$ cat src/rtl/inst_fetch.sv
// Instruction fetch unit: owns the PC, issues credit-limited word fetches and buffers
// in-order responses for the decoder. Define INST_FETCH_ALIGN_CHECK_EN for misaligned-redirect faulting.
module inst_fetch #(
    parameter int                    ADDR_WIDTH = 32,
    parameter logic [ADDR_WIDTH-1:0] RESET_PC   = '0,
    parameter int                    FIFO_DEPTH = 4,
    parameter int                    INST_WIDTH = 32
) (
    input  logic                  clk,
    input  logic                  rst_n,
    output logic                  imem_req_valid,
    input  logic                  imem_req_ready,
    output logic [ADDR_WIDTH-1:0] imem_req_addr,
    input  logic                  imem_rsp_valid,
    input  logic [INST_WIDTH-1:0] imem_rsp_data,
    output logic [INST_WIDTH-1:0] ir,
    output logic [ADDR_WIDTH-1:0] ir_pc,
    output logic                  ir_valid,
    input  logic                  ir_ready,
    input  logic                  redirect,
    input  logic [ADDR_WIDTH-1:0] redirect_pc,
    output logic                  fetch_fault
);
    localparam int CW = $clog2(FIFO_DEPTH) + 1;
    localparam int PW = $clog2(FIFO_DEPTH);
    localparam logic [INST_WIDTH-1:0] NOP = INST_WIDTH'(32'h0000_0013);

    logic [ADDR_WIDTH-1:0] pc_q, pc_d, rsp_pc_q, rsp_pc_d, redir_pc;
    logic [CW-1:0]         out_cnt_q, out_cnt_d, drop_cnt_q, drop_cnt_d, occ_q, occ_d;
    logic [PW-1:0]         wr_ptr_q, wr_ptr_d, rd_ptr_q, rd_ptr_d;
    logic                  fault_q, fault_d, misalign;
    logic [CW:0]           credit_sum, drop_sum;
    logic                  accept, push, pop, rsp_drop;

    logic [INST_WIDTH-1:0] data_mem [FIFO_DEPTH];
    logic [ADDR_WIDTH-1:0] pc_mem   [FIFO_DEPTH];

`ifdef INST_FETCH_ALIGN_CHECK_EN
    assign redir_pc = redirect_pc;
    assign misalign = redirect && (redirect_pc[1:0] != 2'b00);
`else
    logic unused_lsb;
    assign unused_lsb = ^redirect_pc[1:0];
    assign redir_pc   = {redirect_pc[ADDR_WIDTH-1:2], 2'b00};
    assign misalign   = 1'b0;
`endif

    // Each outstanding request holds a FIFO slot, so a response always has room.
    assign credit_sum     = {1'b0, out_cnt_q} + {1'b0, occ_q};
    assign imem_req_valid = rst_n && !redirect && !fault_q && (credit_sum < (CW+1)'(FIFO_DEPTH));
    assign imem_req_addr  = pc_q;
    assign accept         = imem_req_valid && imem_req_ready;

    assign rsp_drop = imem_rsp_valid && (drop_cnt_q != '0);
    assign push     = imem_rsp_valid && (drop_cnt_q == '0) && !redirect;
    assign ir_valid = (occ_q != '0);
    assign pop      = ir_valid && ir_ready && !redirect;

    assign ir          = ir_valid ? data_mem[rd_ptr_q] : NOP;
    assign ir_pc       = ir_valid ? pc_mem[rd_ptr_q] : '0;
    assign fetch_fault = fault_q;

    // Responses still owed by memory become stale on redirect; the one arriving
    // in the redirect cycle itself is already retired from the count.
    assign drop_sum = {1'b0, drop_cnt_q} + {1'b0, out_cnt_q} - (CW+1)'(imem_rsp_valid);

    always_comb begin
        pc_d       = pc_q;
        rsp_pc_d   = rsp_pc_q;
        out_cnt_d  = out_cnt_q;
        drop_cnt_d = drop_cnt_q;
        occ_d      = occ_q;
        wr_ptr_d   = wr_ptr_q;
        rd_ptr_d   = rd_ptr_q;
        fault_d    = fault_q | misalign;
        if (redirect) begin
            pc_d       = redir_pc;
            rsp_pc_d   = redir_pc;
            out_cnt_d  = '0;
            occ_d      = '0;
            wr_ptr_d   = '0;
            rd_ptr_d   = '0;
            drop_cnt_d = (drop_sum > (CW+1)'(FIFO_DEPTH)) ? CW'(FIFO_DEPTH) : drop_sum[CW-1:0];
        end else begin
            out_cnt_d = out_cnt_q + CW'(accept) - CW'(push);
            occ_d     = occ_q + CW'(push) - CW'(pop);
            wr_ptr_d  = wr_ptr_q + PW'(push);
            rd_ptr_d  = rd_ptr_q + PW'(pop);
            if (accept)   pc_d       = pc_q + ADDR_WIDTH'(4);
            if (push)     rsp_pc_d   = rsp_pc_q + ADDR_WIDTH'(4);
            if (rsp_drop) drop_cnt_d = drop_cnt_q - CW'(1);
        end
    end

    always_ff @(posedge clk or negedge rst_n) begin
        if (!rst_n) begin
            pc_q       <= RESET_PC;
            rsp_pc_q   <= RESET_PC;
            out_cnt_q  <= '0;
            drop_cnt_q <= '0;
            occ_q      <= '0;
            wr_ptr_q   <= '0;
            rd_ptr_q   <= '0;
            fault_q    <= 1'b0;
        end else begin
            pc_q       <= pc_d;
            rsp_pc_q   <= rsp_pc_d;
            out_cnt_q  <= out_cnt_d;
            drop_cnt_q <= drop_cnt_d;
            occ_q      <= occ_d;
            wr_ptr_q   <= wr_ptr_d;
            rd_ptr_q   <= rd_ptr_d;
            fault_q    <= fault_d;
        end
    end

    // Storage is qualified by occ_q, so it needs no reset.
    always_ff @(posedge clk) begin
        if (push) begin
            data_mem[wr_ptr_q] <= imem_rsp_data;
            pc_mem[wr_ptr_q]   <= rsp_pc_q;
        end
    end

endmodule

$ cat config.mk
export PLATFORM = sky130hd
export DESIGN_NAME = inst_fetch
export DESIGN_NICKNAME = d
export VERILOG_FILES = /design/src/rtl/inst_fetch.sv
export SDC_FILE = /design/constraint.sdc
export NUM_CORES = 1
export LEC_CHECK = 0
export ABC_AREA = 0
export BUFFER_PORTS_ARGS = -buffer_cell sky130_fd_sc_hd__buf_4
export CAP_MARGIN = 30
export CORE_UTILIZATION = 40
export DETAILED_ROUTE_END_ITERATION = 8
export GPL_TIMING_DRIVEN = 1
export MAX_ROUTING_LAYER = met4
export SLEW_MARGIN = 20
export SYNTH_ARGS = -nofsm -noshare
export SYNTH_HDL_FRONTEND = slang
export SYNTH_SLANG_ARGS = --single-unit
$ cat constraint.sdc
create_clock -name clk -period 5.8 [get_ports clk]
set_input_delay 1.74 -clock clk [delete_from_list [all_inputs] [get_ports clk]]
set_output_delay 1.74 -clock clk [all_outputs]
set_load 0.005 [all_outputs]
==> results_dict.tcl <==
set metrics [dict create \
    status "finished clean" \
    hold_ws_ns 0.545 \
    r2r_start "out_cnt_q[1]" \
    htreeDepth 2 \
    min-delay-start "imem_req_addr[25]" \
    synth-seq-cells 321 \
    setup-violations-final 0 \
    cp_num_buf_inv 2 \
    cp_slowest_cell "buf_4" \
    cp-start-kind "input port" \
    nNetsFinal 1133 \
    yosysSeqAreaShare 0.678 \
    dieArea_mm2 0.0349 \
    cp.depth 4 \
    whs_path_depth 1 \
    critical_path_class "in2out" \
    avgSynthCellArea_um2 15.8 \
    powerDensity_mw_per_mm2 383 \
    layout-drive-gt1-share 0.297 \
    synthCells 867 \
    swShare 0.264 \
    power.switching_uw 1680 \
    wl_per_cell_um 19.0 \
    use_met2 0.257 \
    synth_cell_types 55 \
    timing.rr.end "out_cnt_q[2]" \
    ant_nets 0 \
    ys.flop_type "edfxtp_1" \
    relSlewSlack 0.362 \
    combPwrFrac 0.228 \
    rows 67 \
    period_needed_ns 4.42 \
    num_vias 7895 \
    cp_common_cell "buf_4" \
    viasPerCell 5.21 \
    core_area_mm2 0.0336 \
    worstHoldPathType "reg2reg" \
    cts_post_setup_buffers_inserted 0 \
    use_met3 0.0263 \
    gp_congestion 0.846 \
    top_usage_layer "met2" \
    die-height_um 187 \
    clkPwrFrac 0.339 \
    path_cells "buf_4 -> nor3b_1 -> and3_1 -> buf_4" \
    final_common_cell "edfxtp_1" \
    r2r_slack_ns 2.87 \
    cts_resized 0 \
    place_hpwl_um 18200 \
    skew_ns 0.00832 \
    p_int_uw 4690 \
    drt_iter0_drc 580 \
    ys_async_sr_fraction 0.227 \
    hold_end "imem_req_addr[25]" \
    cp.arrival_ns 2.68 \
    hold_viol 0 \
    placed_cells 1451 \
    gr-usage-met1 0.253 \
    start_util 0.407 \
    cp_data_required_time_ns 4.06 \
    numCtsBuffers 36 \
    antenna_found_initial 0 \
    worstPathMaxFanout 29 \
    drt-total-wl_um 28800 \
    drc 0 \
    grt_pass1_wl_um 45800 \
    ys_warn_count 0 \
    cts_tree "yes" \
    die_w_um 187 \
    syn_area_mm2 0.0137 \
    grt_overflow 0 \
    dr.pass1.iters 5 \
    numPortBuffers 161 \
    vdd_drop_max_v 0.000195 \
    final_cells 1514 \
    synth_edf_count 248 \
    area_delta_synth_final_pct 21.5 \
    hold_buffers 0 \
    tightest_slew_ns 0.957 \
    power_frac_seq 0.434 \
    grt_pass1_vias 8093 \
    post-route-period-util 0.761 \
    num_io_pins 169 \
    slew_violations 0 \
    rsz0062_at_grt "no" \
    fin_setup_tns_ns 0 \
    clock_sinks 321 \
    grt.total_usage 0.174 \
    diodes 0 \
    reg2regPathDepth 12 \
    cts-root-buf "clkbuf_16" \
    clk_latency_ns 0.50 \
    grt_max_degree 82 \
    cpLargestDelayFamily "simple AND/OR/NAND/NOR gates" \
    cp_slowest_stage_delay_ns 0.35 \
    clk_pin_slew_ns 0.06 \
    end_kind "primary output" \
    fmax_ghz 0.226 \
    maxCapViolations 0 \
    clockBufferDepth 3 \
    leakagePower_uw 0.00598 \
    layout_common_cells "edfxtp_1, buf_4, dfrtp_1" \
]
## metal layers
metal | part of all wire | vias up
li1 | - | 3633
met1 | 0.47 | 3964
met2 | 0.45 | 250
met3 | 0.056 | 48
met4 | 0.020 | 0
met5 | 0 | -
## stage by stage
stage	util	cell area, um^2	setup slack [ns]	power (uW)
6_report	0.494	16600	1.38	6370
5_1_grt	0.494	16600	1.22	6710
4_1_cts	0.494	16600	1.34	6470
3_5_place_dp	0.461	15500	1.35	4300
3_3_place_gp	0.460	15500	1.35	4270
2_1_floorplan	-	13700	0.235	3530
## cells in the mapped netlist, drive strengths merged (5+ instances only)
master,count,area [um^2]
edfxtp,248,7450
dfrtp,73,1830
nor2b,68,425
mux4,62,1400
nand2,51,191
o21ai,37,185
inv,33,124
nand3,33,170
xnor2,33,289
clkbuf,29,109
nor2,25,93.8
ha,18,225
buf,15,85.1
mux2,14,158
nor3,13,65.1
nand4,12,75.1
nor4,11,83.8
and3,10,62.6
a21oi,9,45.0
xor2,8,70.1
and4,6,52.6
o211ai,5,37.5
o311ai,5,43.8
## power groups by stage
stage          clock [uW]  sequential (uW)  combinational, uW
3_3_place_gp            0             2830               1440
3_5_place_dp            0             2810               1490
5_1_grt              2300             2780               1630
2_1_floorplan           0             2750                787
6_report             2160             2760               1450
4_1_cts              2210             2760               1500
## cells by family after synthesis
family / Yosys count / synth area share
xor+xnor: 41 / 0.0263
buf+inv: 77 / 0.0232
other cells: 1 / 0.000274
simple gates: 250 / 0.101
mux: 77 / 0.114
fa+ha+maj: 21 / 0.0209
flops: 321 / 0.678
compound gates: 79 / 0.0359
## worst max path at each step
stage,start,endpoint,slack [ns]
after floorplan,imem_rsp_valid,data_mem[1][0],0.23
after global placement,rst_n,out_cnt_q[2],1.35
after detailed placement,rst_n,imem_req_valid,1.35
after CTS,rd_ptr_q[0],ir[16],1.34
after global routing,rst_n,imem_req_valid,1.22
final,rst_n,imem_req_valid,1.38
## area by class of cell
cell class / instances / area, um^2
fillers: 2840 / 17000
well taps: 448 / 561
repair buffers: 177 / 1400
clock inverters: 16 / 153
multi-input cells: 473 / 4130
clock buffers: 46 / 970
inverters: 33 / 124
flip-flops and latches: 321 / 9280
## flip-flops by register name, summed over array words and instances, names as in the netlist
| register | count |
|---|---|
| rsp_pc_q | 30 |
| drop_cnt_q | 3 |
| data_mem | 128 |
| wr_ptr_q | 2 |
| occ_q | 3 |
| pc_mem | 120 |
| out_cnt_q | 3 |
| imem_req_addr | 30 |
| rd_ptr_q | 2 |
## worst register-to-register path, stage by stage, from the launching register on
cell	delay [ns]
dfrtp_1	0.45
ha_1	0.23
nor3b_1	0.23
and4_1	0.23
buf_4	0.24
inv_2	0.24
ha_1	0.34
inv_1	0.05
ha_1	0.13
inv_1	0.05
fa_1	0.38
xnor2_1	0.16
nor2_1	0.05
(Power assumes the default switching activity.)
